### src/rtl/count_sched_if.sv
// rtl/count_sched_if.sv - requester/scheduler handshake bundle for count_sched
interface count_sched_if #(
  parameter int N_REQ = 4,
  parameter int WIDTH = 4
);
  logic [N_REQ-1:0]       req;
  logic [N_REQ*WIDTH-1:0] load_val;
  logic [N_REQ-1:0]       grant;
  logic                   busy;
  logic [WIDTH-1:0]       count;
  logic [N_REQ-1:0]       done;

  // requester side drives requests and load values, observes the scheduler
  modport master (
    output req, load_val,
    input  grant, busy, count, done
  );

  // scheduler side
  modport slave (
    input  req, load_val,
    output grant, busy, count, done
  );
endinterface

### src/rtl/count_sched.sv
// rtl/count_sched.sv - round-robin scheduler sharing one down-counter among requesters
module count_sched #(
  parameter int N_REQ = 4,
  parameter int WIDTH = 4,
  parameter int PTR_W = 2
) (
  input logic          clk,
  input logic          rst,
  count_sched_if.slave bus
);

  typedef enum logic [1:0] {IDLE, RUN, DONE} state_t;

  localparam logic [N_REQ-1:0] ONE = {{(N_REQ-1){1'b0}}, 1'b1};

  state_t             state, state_n;
  logic [WIDTH-1:0]   count_q, count_n;
  logic [PTR_W-1:0]   w, w_n;
  logic [PTR_W-1:0]   ptr, ptr_n;
  logic [N_REQ-1:0]   grant_q, grant_n;
  logic [N_REQ-1:0]   done_q, done_n;
  logic               busy_q, busy_n;

  logic               found;
  logic [PTR_W-1:0]   pick;
  logic [PTR_W-1:0]   w_next;
  int                 idx;

  // all state and outputs are registered; reset drops everything at once
  always_ff @(posedge clk or posedge rst) begin
    if (rst) begin
      state   <= IDLE;
      count_q <= '0;
      w       <= '0;
      ptr     <= '0;
      grant_q <= '0;
      done_q  <= '0;
      busy_q  <= 1'b0;
    end else begin
      state   <= state_n;
      count_q <= count_n;
      w       <= w_n;
      ptr     <= ptr_n;
      grant_q <= grant_n;
      done_q  <= done_n;
      busy_q  <= busy_n;
    end
  end

  // round-robin pick: first set request at or above ptr, wrapping
  always_comb begin
    found = 1'b0;
    pick  = '0;
    idx   = 0;
    for (int i = 0; i < N_REQ; i++) begin
      idx = int'(ptr) + i;
      if (idx >= N_REQ) idx = idx - N_REQ;
      if (!found && bus.req[idx]) begin
        found = 1'b1;
        pick  = PTR_W'(idx);
      end
    end
  end

  // pointer lands just past the job that finished or aborted
  always_comb begin
    w_next = (w == PTR_W'(N_REQ - 1)) ? '0 : w + PTR_W'(1);
  end

  // next-state and registered-output logic
  always_comb begin
    state_n = state;
    count_n = count_q;
    w_n     = w;
    ptr_n   = ptr;
    grant_n = grant_q;
    done_n  = '0;
    busy_n  = busy_q;
    case (state)
      IDLE: begin
        grant_n = '0;
        busy_n  = 1'b0;
        if (found) begin
          state_n = RUN;
          w_n     = pick;
          grant_n = ONE << pick;
          count_n = bus.load_val[pick*WIDTH +: WIDTH];
          busy_n  = 1'b1;
        end
      end
      RUN: begin
        if (!bus.req[w]) begin
          // abort wins over counting and completion
          state_n = IDLE;
          grant_n = '0;
          count_n = '0;
          busy_n  = 1'b0;
          ptr_n   = w_next;
        end else if (count_q != '0) begin
          count_n = count_q - WIDTH'(1);
        end else begin
          state_n = DONE;
          grant_n = '0;
          busy_n  = 1'b0;
          done_n  = ONE << w;
          ptr_n   = w_next;
        end
      end
      DONE: begin
        state_n = IDLE;
        grant_n = '0;
        busy_n  = 1'b0;
      end
      default: begin
        state_n = IDLE;
        grant_n = '0;
        busy_n  = 1'b0;
      end
    endcase
  end

  assign bus.grant = grant_q;
  assign bus.busy  = busy_q;
  assign bus.count = count_q;
  assign bus.done  = done_q;

endmodule

### src/flat_wrapper.sv
// flat-port wrapper written by rule: the top's interface ports become plain ports
module count_sched_flat 
#(
  parameter int N_REQ = 4,
  parameter int WIDTH = 4,
  parameter int PTR_W = 2
)
  (clk, rst, bus_req, bus_load_val, bus_grant, bus_busy, bus_count, bus_done);
  count_sched_if #(.N_REQ(N_REQ), .WIDTH(WIDTH)) bus_i ();
  input logic clk;
  input logic rst;
  input wire logic [$bits(bus_i.req)-1:0] bus_req;
  input wire logic [$bits(bus_i.load_val)-1:0] bus_load_val;
  output wire logic [$bits(bus_i.grant)-1:0] bus_grant;
  output wire logic [$bits(bus_i.busy)-1:0] bus_busy;
  output wire logic [$bits(bus_i.count)-1:0] bus_count;
  output wire logic [$bits(bus_i.done)-1:0] bus_done;
  assign bus_i.req = bus_req;
  assign bus_i.load_val = bus_load_val;
  assign bus_grant = bus_i.grant;
  assign bus_busy = bus_i.busy;
  assign bus_count = bus_i.count;
  assign bus_done = bus_i.done;
  count_sched #(.N_REQ(N_REQ), .WIDTH(WIDTH), .PTR_W(PTR_W)) u_core (.clk(clk), .rst(rst), .bus(bus_i));
endmodule
### config.mk
export PLATFORM = sky130hd
export DESIGN_NAME = count_sched_flat
export DESIGN_NICKNAME = d
export VERILOG_FILES = /design/src/rtl/count_sched_if.sv /design/src/rtl/count_sched.sv /design/src/flat_wrapper.sv
export SDC_FILE = /design/constraint.sdc
export NUM_CORES = 1
export LEC_CHECK = 0
export BUFFER_PORTS_ARGS = -buffer_cell sky130_fd_sc_hd__buf_2
export CORE_MARGIN = 2
export CORE_UTILIZATION = 46
export DETAILED_ROUTE_END_ITERATION = 6
export PLACE_DENSITY = 0.73
export REMOVE_ABC_BUFFERS = 1
export SLEW_MARGIN = 0
export SYNTH_ARGS = -nofsm -noshare
export SYNTH_HDL_FRONTEND = slang
export SYNTH_SLANG_ARGS = --single-unit
export TNS_END_PERCENT = 10
### constraint.sdc
create_clock -name clk -period 4.2 [get_ports clk]
set_input_delay 0.63 -clock clk [delete_from_list [all_inputs] [get_ports clk]]
set_output_delay 0.63 -clock clk [all_outputs]
set_load 0.03 [all_outputs]
=== Yosys cells after proc, flatten, opt, wreduce, memory -nomap -nowiden ===
Cells that the tools add are included.

* Flip-flop bits (word level): 19
* Bits in latches: 0
* RAM bits: 0
* Memory bits (read-only): 0
* Input port bits: 22
* Logic and storage cells: 95
* Memories kept: 0

* $add $sub $neg: 9
* Multiply operators: 0
* Div/mod/pow operators: 0
* Magnitude comparators: 9
* Equality and inequality tests: 6
* Shifts and indexed selects: 3
* Mux-type cells: 48
* Bitwise logic cells: 0
* Reductions and logical operators: 13

{| class="wikitable"
|+ Operators by type and width
! kind !! count
|-
| $lt 32x4->1 const B || 4
|-
| $mux 32 || 4
|-
| $ge 32x4->1 const B || 3
|-
| $sub 32x4->32 const B || 3
|-
| $mux 4 || 9
|-
| $mux 2 || 10
|-
| $mux 1 || 16
|-
| $pmux 4 s2 || 2
|-
| $shiftx 16x5->4 || 1
|-
| $bmux 1 s2 || 5
|-
| $shl 1x2->4 const A || 2
|-
| $add 2x2->3 const B || 2
|-
| $ne 3x3->1 const B || 2
|-
| $reduce_and 2->1 || 3
|-
| $pmux 2 s2 || 1
|-
| $reduce_bool 4->1 || 1
|-
| $sub 2x3->4 const B || 1
|-
| $sub 4x1->4 const B || 1
|-
| $add 2x1->3 const B || 1
|-
| $ge 2x3->1 const B || 1
|-
| $logic_and 1x1->1 || 3
|-
| $logic_not 1->1 || 3
|-
| $lt 2x3->1 const B || 1
|-
| $reduce_and 3->1 || 1
|-
| other kinds (8) || 8
|}

=== Longest topological paths before layout ===
Gate-level depths: netlist of run 1.

* Depth after elaboration: 18
* Gate-level depth with buffers: 7
* Gate-level depth less buffers: 7

=== Worst setup path before layout of run 1 ===
OpenSTA, ideal clock, no wires.

* Path type: reg-to-reg
* Start point: register u_core.count_q[0], in the netlist u_core.bus.count[0]
* End point: register u_core.ptr[1]
* Setup time: 0.125 ns
* Data arrival time: 1.892 ns
* Data required time: 4.075 ns
* Slack: 2.183 ns
* Stages on the path, launching flop included: 6
* Period minus slack after synthesis: 2.017 ns
* Path through: dfrtp_1 -> inv_1 -> ha_1 -> or3b_2 -> a211oi_2 -> mux2_2

* Word-level cells in the longest chain between the ends: 3

{| class="wikitable"
|+ Ends and longest elaborated chain
! what !! RTL line !! source
|-
| start: declaration || count_sched.sv:17 || <nowiki>logic [WIDTH-1:0] count_q, count_n;</nowiki>
|-
| start signal: assignment || count_sched.sv:41 || <nowiki>count_q <= count_n;</nowiki>
|-
| $reduce_bool 4->1 || count_sched.sv:99 || <nowiki>end else if (count_q != '0) begin</nowiki>
|-
| $ne 2x2->1 (no line) || - ||
|-
| $reduce_and 2->1 (no line) || - ||
|-
| end signal: assignment || count_sched.sv:43 || <nowiki>ptr <= ptr_n;</nowiki>
|-
| end: declaration || count_sched.sv:19 || <nowiki>logic [PTR_W-1:0] ptr, ptr_n;</nowiki>
|}

No other way between the ends.
A chain may end at the register's enable or synchronous reset.

=== Worst setup path in the final report of run 1 ===
* Start point: register u_core.count_q[0], in the netlist u_core.bus.count[0]
* End point: register u_core.ptr[0]

The elaborated chain is that of the path after synthesis.

==> flow_summary.ini, run 1 <==
[critical_path]
worstSetupEndpointType = register
crit_required_ps = 4380
cp_data_arrival_time_ps = 2210
path_cells = inv_1 > ha_1 > or3b_2 > a211oi_2 > mux2_1
max_stage_delay_ps = 490
crit_path_top_delay_cell = or3b_2
start_kind = register
crit_fanout = 4
path_class = register to register

[layout]
nNetsFinal = 172
design_area_um2 = 1370
layout_commonest_cell = buf_2
layout_common_cells = buf_2 (34), dfrtp_1 (19), nor2_1 (9), mux2i_1 (8), inv_1 (7)
utilization_pct = 56.5
n_fill_cell = 209
final_cell_count_no_fill = 173
antennaDiodeCount = 0
drive_gt1_share_pct = 37.8
area_delta_synth_final_pct = 17.9

[global_routing]
grt_first_pass_wirelength_um = 3860
grt_max_degree = 20
antenna_found_initial = 0
track_usage_pct = 18.6
grt-ovfl-total = 0
grt_pass1_vias = 872

[die]
num_rows = 18
die_area_um2 = 2950
io_pins = 35
die_y_um = 54.3
die_x_um = 54.3
start_util_pct = 47.9
core_region_area_um2 = 2430

[sta]
timing.final.crit_share_pct = 48.3
rsz0062_at_grt = no
setup_viol = 0
clock.fmax_mhz = 493
tightest_slew_ps = 692
final.setup.tns_ps = 0
fin_skew_ps = 14.7
relSlewSlack_pct = 53.8
finalHoldViolations = 0
timing.hold.ws_ps = 408
slew_viol_final = 0
period_needed_ps = 2030
fin_ws_ps = 2170

[placement]
place_congestion = 0.885
port_buffers = 34
pre_cts_slack_ps = 1980
placed_area_um2 = 1350
dpl.hpwl_um = 1950
dp.cells = 169

[drt]
drcViolationCount = 0
wirelength_um = 2470
wl_per_cell_um = 14.3
drt_iter0_markers = 28
ant_nets = 0
drt_pass1_iterations = 4
post_drt_via_cell_ratio = 5.42
vias = 937

[outcome]
status = complete, no violations

[synthesis]
synth.cell_area_um2 = 1160
synth-edff-count = 0
ys_seq_area_share_pct = 40.8
synth.distinct_cells = 39
async_reset_ff_share_pct = 100
synth_xor_area_share_pct = 0
ys_ff_latch = 19
synth-simple-area-share_pct = 16.5
synth_compound_area_share_pct = 16.8
synth_ff_type = dfrtp_1
ys.warnings.count = 0
avgSynthCellArea_um2 = 10.8
synthMuxAreaShare_pct = 14.9
synthAdderAreaFrac_pct = 6.44
postSynthCellCount = 108
synth_top_family_by_area = compound AO/OA/AOI/OAI gates

[clock_network]
cts_sinks = 19
cts_buffers = 3
root_buffer = clkbuf_4
cts_max_level = 1
postCtsHoldBufs = 0
path_clk_slew_ps = 110
cts_setup_buffers = 0
cts_buffer_depth = 2
cts_tree = yes
clk-insertion-delay-late_ps = 310
ctsResizeCount = 0

[min_path]
hold_path_class = primary input to asynchronous set/reset pin

[power_and_ir_drop]
leakage_nw = 0.720
p_total_uw = 989
power_density_nw_per_um2 = 720
ir_worst_vdd_uv = 421

[run]
drv_cap = 0
-- area by class of cell --
cell class,count,area (um^2),area share [%]
multi-input cells,79,637,46.4
flip-flops and latches,19,475,34.6
repair buffers,34,170,12.4
well taps,30,37.5,2.73
inverters,7,26.3,1.91
clock buffers,3,22.5,1.64
clock inverters,1,5.00,0.364
-- worst max-delay path, delay by kind of cell, from the launching register on --
kind / cells / cell delay (ps)
DFF: 1 / 400
and+or+nand+nor: 1 / 490
buffers and inverters: 1 / 130
adders and majority gates: 1 / 220
muxes: 1 / 360
AOI/OAI and AO/OA: 1 / 300
-- sequential cells by signal, indices dropped and copies added (netlist names) --
| register | cells |
|---|---|
| u_core.w | 2 |
| u_core.bus.count | 4 |
| u_core.ptr | 2 |
| u_core.bus.grant | 4 |
| u_core.state | 2 |
| u_core.bus.busy | 1 |
| u_core.bus.done | 4 |
-- final timing paths --
check / end / start / cells after the start / slack (ps)
setup / recovery: u_core.ptr[0]$_DFFE_PP0P_ / u_core.bus.count[0]$_DFFE_PP0P_ / 5 / 2170
hold / removal: u_core.bus.done[2]$_DFF_PP0_ / rst / 2 / 410
setup reg to reg: u_core.ptr[0]$_DFFE_PP0P_ / u_core.bus.count[0]$_DFFE_PP0P_ / 5 / 2170
hold reg to reg: u_core.bus.busy$_DFFE_PP0P_ / u_core.bus.busy$_DFFE_PP0P_ / 2 / 500
max in group asynchronous: u_core.bus.grant[1]$_DFFE_PP0P_ / rst / 2 / 3340
min in group clk: u_core.bus.busy$_DFFE_PP0P_ / u_core.bus.busy$_DFFE_PP0P_ / 2 / 500
-- cells in the mapped netlist, types with 2 or more instances --
cell type	number	area (um^2)
a22o_1	2	17.5
o21ai_1	2	10.0
nand3b_1	2	15.0
a21o_1	2	15.0
a22o_2	2	20.0
dfrtp_1	19	475
ha_1	6	75.1
inv_1	7	26.3
or3_1	2	12.5
mux2_2	4	45.0
a31oi_1	2	12.5
nor2_1	9	33.8
o21ai_0	3	15.0
mux2i_1	8	80.1
and2_1	4	25.0
a21oi_1	4	20.0
nor3_1	2	10.0
nand2_1	5	18.8
buf_6	2	22.5
nor2b_4	2	27.5
-- power by group --
part / internal (mW) / leakage (nW) / total (mW) / switching (mW)
Clock: 0.0356 / 0.0177 / 0.0913 / 0.0557
Sequential: 0.253 / 0.244 / 0.326 / 0.0725
Combinational: 0.234 / 0.458 / 0.572 / 0.338
-- cells by family after synthesis --
group	count (synthesis)
buf+inv	10
mux	15
fa+ha+maj	6
simple gates	33
flops	19
compound gates	25
-- per-layer routing --
metal	track usage [%]	part of all wire [%]	vias to the layer above
met5	0	0	-
met4	3.33	1.2	0
met3	5.74	4.0	6
met2	31.7	51	26
met1	23.4	43	442
li1	-	-	463
No activity file was read; power rests on OpenSTA's default activity.
==> run 2, diff against run 1 <==
Settings changed: ABC_AREA from default to 1, PLACE_DENSITY 0.73 to 0.7.
Clock period 4.2 ns to 1.9 ns, I/O delays scaled along.
==> run 2 against run 1 <==
Compared with the run above:
- cell count is 62% higher
- cell area grew 32%
- routed wire length is 22% higher
- clock power increased by 130%
- clock skew fell by 4.0 ps
- critical path type unchanged
- highest routed layer unchanged
==> flow_summary.ini, run 2 <==
[synthesis]
synth.cell_area_um2 = 1420
ys_ff_latch = 19
synthTopCellsByArea = dfrtp_1 (34%), nand2_1 (18%), inv_1 (7.4%), ha_1 (5.3%), nand4_1 (4.0%)
synth_common_cells = nand2_1 (69), inv_1 (28), dfrtp_1 (19)
avgSynthCellArea_um2 = 7.09
async_reset_ff_share_pct = 100
synth.distinct_cells = 24
synth-edff-count = 0
netlist.area_leader.share_pct = 33.5
postSynthCellCount = 200
ys.warnings.count = 0
ys_seq_area_share_pct = 33.5
synth_largest_area_cell = dfrtp_1
synth_ff_type = dfrtp_1
yosysMostFrequentCell = nand2_1

[sta]
tightest_slew_ps = 726
rsz0062_at_grt = yes
slew_viol_final = 0
timing.final.crit_share_pct = 98.9
finalHoldViolations = 0
fin_skew_ps = 10.7
relSlewSlack_pct = 51.6
period_needed_ps = 1880
clock.fmax_mhz = 532
setup_viol = 0

[run]
drv_cap = 0

[critical_path]
crit_fanout = 6
worstSetupEndpointType = register
start_kind = register
path_class = register to register
crit_required_ps = 2110
cp_data_arrival_time_ps = 2090

[power_and_ir_drop]
power_density_nw_per_um2 = 2120
seqPwrFrac_pct = 18.4
internal_power_mw = 1.75
leakage_nw = 1.02
power_frac_comb_pct = 76.1
ir_worst_vdd_uv = 1160
p_total_mw = 3.86
power_switching_mw = 2.10
switching_share_pct = 54.5
p_clk_share_pct = 5.5

[clock_network]
cts_max_level = 1
clk-insertion-delay-late_ps = 310
cts_buffers = 3
cts_tree = yes
cts_buffer_depth = 2
path_clk_slew_ps = 120
cts_sinks = 19
root_buffer = clkbuf_4

[drt]
wirelength_um = 3020
drt_iter0_markers = 32
post_drt_via_cell_ratio = 4.98
drcViolationCount = 0
wl_per_cell_um = 10.8
ant_nets = 0
drt_pass1_iterations = 4
vias = 1399

[layout]
regArea_um2 = 478
final_cell_count_no_fill = 281
antennaDiodeCount = 0
nNetsFinal = 277
design_area_um2 = 1820
area_delta_synth_final_pct = 28.2
layout_commonest_cell = nand2_1
multi_input_area_um2 = 867
drive_gt1_share_pct = 34.7
utilization_pct = 60.5
layout_common_cells = nand2_1 (60), buf_2 (34), inv_1 (28), dfrtp_1 (17), nor2_1 (14)
n_fill_cell = 277

[outcome]
status = complete, no violations

[die]
die_area_um2 = 3540
start_util_pct = 47.2
die_y_um = 59.5
die_x_um = 59.5
core_region_area_um2 = 3000
num_rows = 20
io_pins = 35

[min_path]
hold_path_class = primary input to asynchronous set/reset pin

[global_routing]
grt-ovfl-total = 0
track_usage_pct = 18.7
grt_pass1_vias = 1233
grt_first_pass_wirelength_um = 5160
antenna_found_initial = 0
grt_max_degree = 20

[placement]
placed_area_um2 = 1670
dpl.hpwl_um = 2380
dp.cells = 274
port_buffers = 34
place_congestion = 0.832
==> run 2: worst max-delay path, stage by stage (launching register included) <==
cell     delay (ps)
dfrtp_2         490
buf_6           150
nand2_1          70
nand2_2          80
nand2_4          80
nand2_4          60
nor2_8          150
nand2_4          60
nor3_4          190
nor2_4           80
buf_4           160
o32ai_1         210
==> run 2: final timing paths <==
check | from | slack, ps | cells after the start | end
min in group clk | bus_load_val[8] | 420 | 7 | u_core.bus.count[0]$_DFFE_PP0P_
setup / recovery | u_core.ptr[0]$_DFFE_PP0P_ | 20 | 11 | u_core.bus.grant[3]$_DFFE_PP0P_
hold reg to reg | u_core.bus.busy$_DFFE_PP0P_ | 510 | 1 | u_core.bus.busy$_DFFE_PP0P_
setup reg to reg | u_core.ptr[0]$_DFFE_PP0P_ | 20 | 11 | u_core.bus.grant[3]$_DFFE_PP0P_
hold / removal | rst | 70 | 2 | u_core.bus.grant[1]$_DFFE_PP0P_
max in group asynchronous | rst | 1330 | 2 | u_core.ptr[1]$_DFFE_PP0P_
==> run 2: what timing repair did <==
action,4_1_cts,5_1_grt
hold buffers,0,0
buffers inserted,0,3
hold endpoints to repair,0,0
pin swaps,0,10
resized for setup,2,26
endpoints found under the setup margin,8,9
==> run 2: per-layer routing <==
metal,vias up,share of wire [%],track usage (%)
met5,-,0,0
met4,0,1.5,6.03
met3,6,3.3,2.40
met2,32,46,29.4
met1,623,50,26.7
li1,738,-,-
==> run 2: logic make-up (layout without fill, tap and decap cells) <==
logic type	count (synthesis)	count (layout)	share of synthesized area, %
compound gates	21	21	9.44
flops	19	19	33.5
fa+ha+maj	6	6	5.30
simple gates	119	119	40.3
xor+xnor	2	2	1.24
buf+inv	33	81	10.2
==> run 2: area by class of cell <==
class	instances	share of cell area [%]
inverters	31	6.68
clock buffers	3	1.24
well taps	33	2.27
multi-input cells	148	47.7
clock inverters	1	0.413
flip-flops and latches	19	26.3
repair buffers	46	15.4
==> run 2: per-stage QoR <==
step                setup TNS [ps]  setup slack [ps]  hold slack, ps
floorplan                        0               110             236
finish                           0              20.7            72.5
detailed placement            -358             -68.4             443
global placement             -47.1             -13.7             439
CTS                          -1.48             -1.48            92.0
global route                  -528             -91.0             130
==> run 2: power by group through the flow <==
stage               Combinational [mW]  Clock, mW  Sequential (mW)
finish                            2.93      0.213            0.709
global route                      3.29      0.239            0.731
CTS                               2.65      0.225            0.718
detailed placement                2.61          0            0.724
global placement                  2.58          0            0.723
floorplan                         1.79          0            0.856
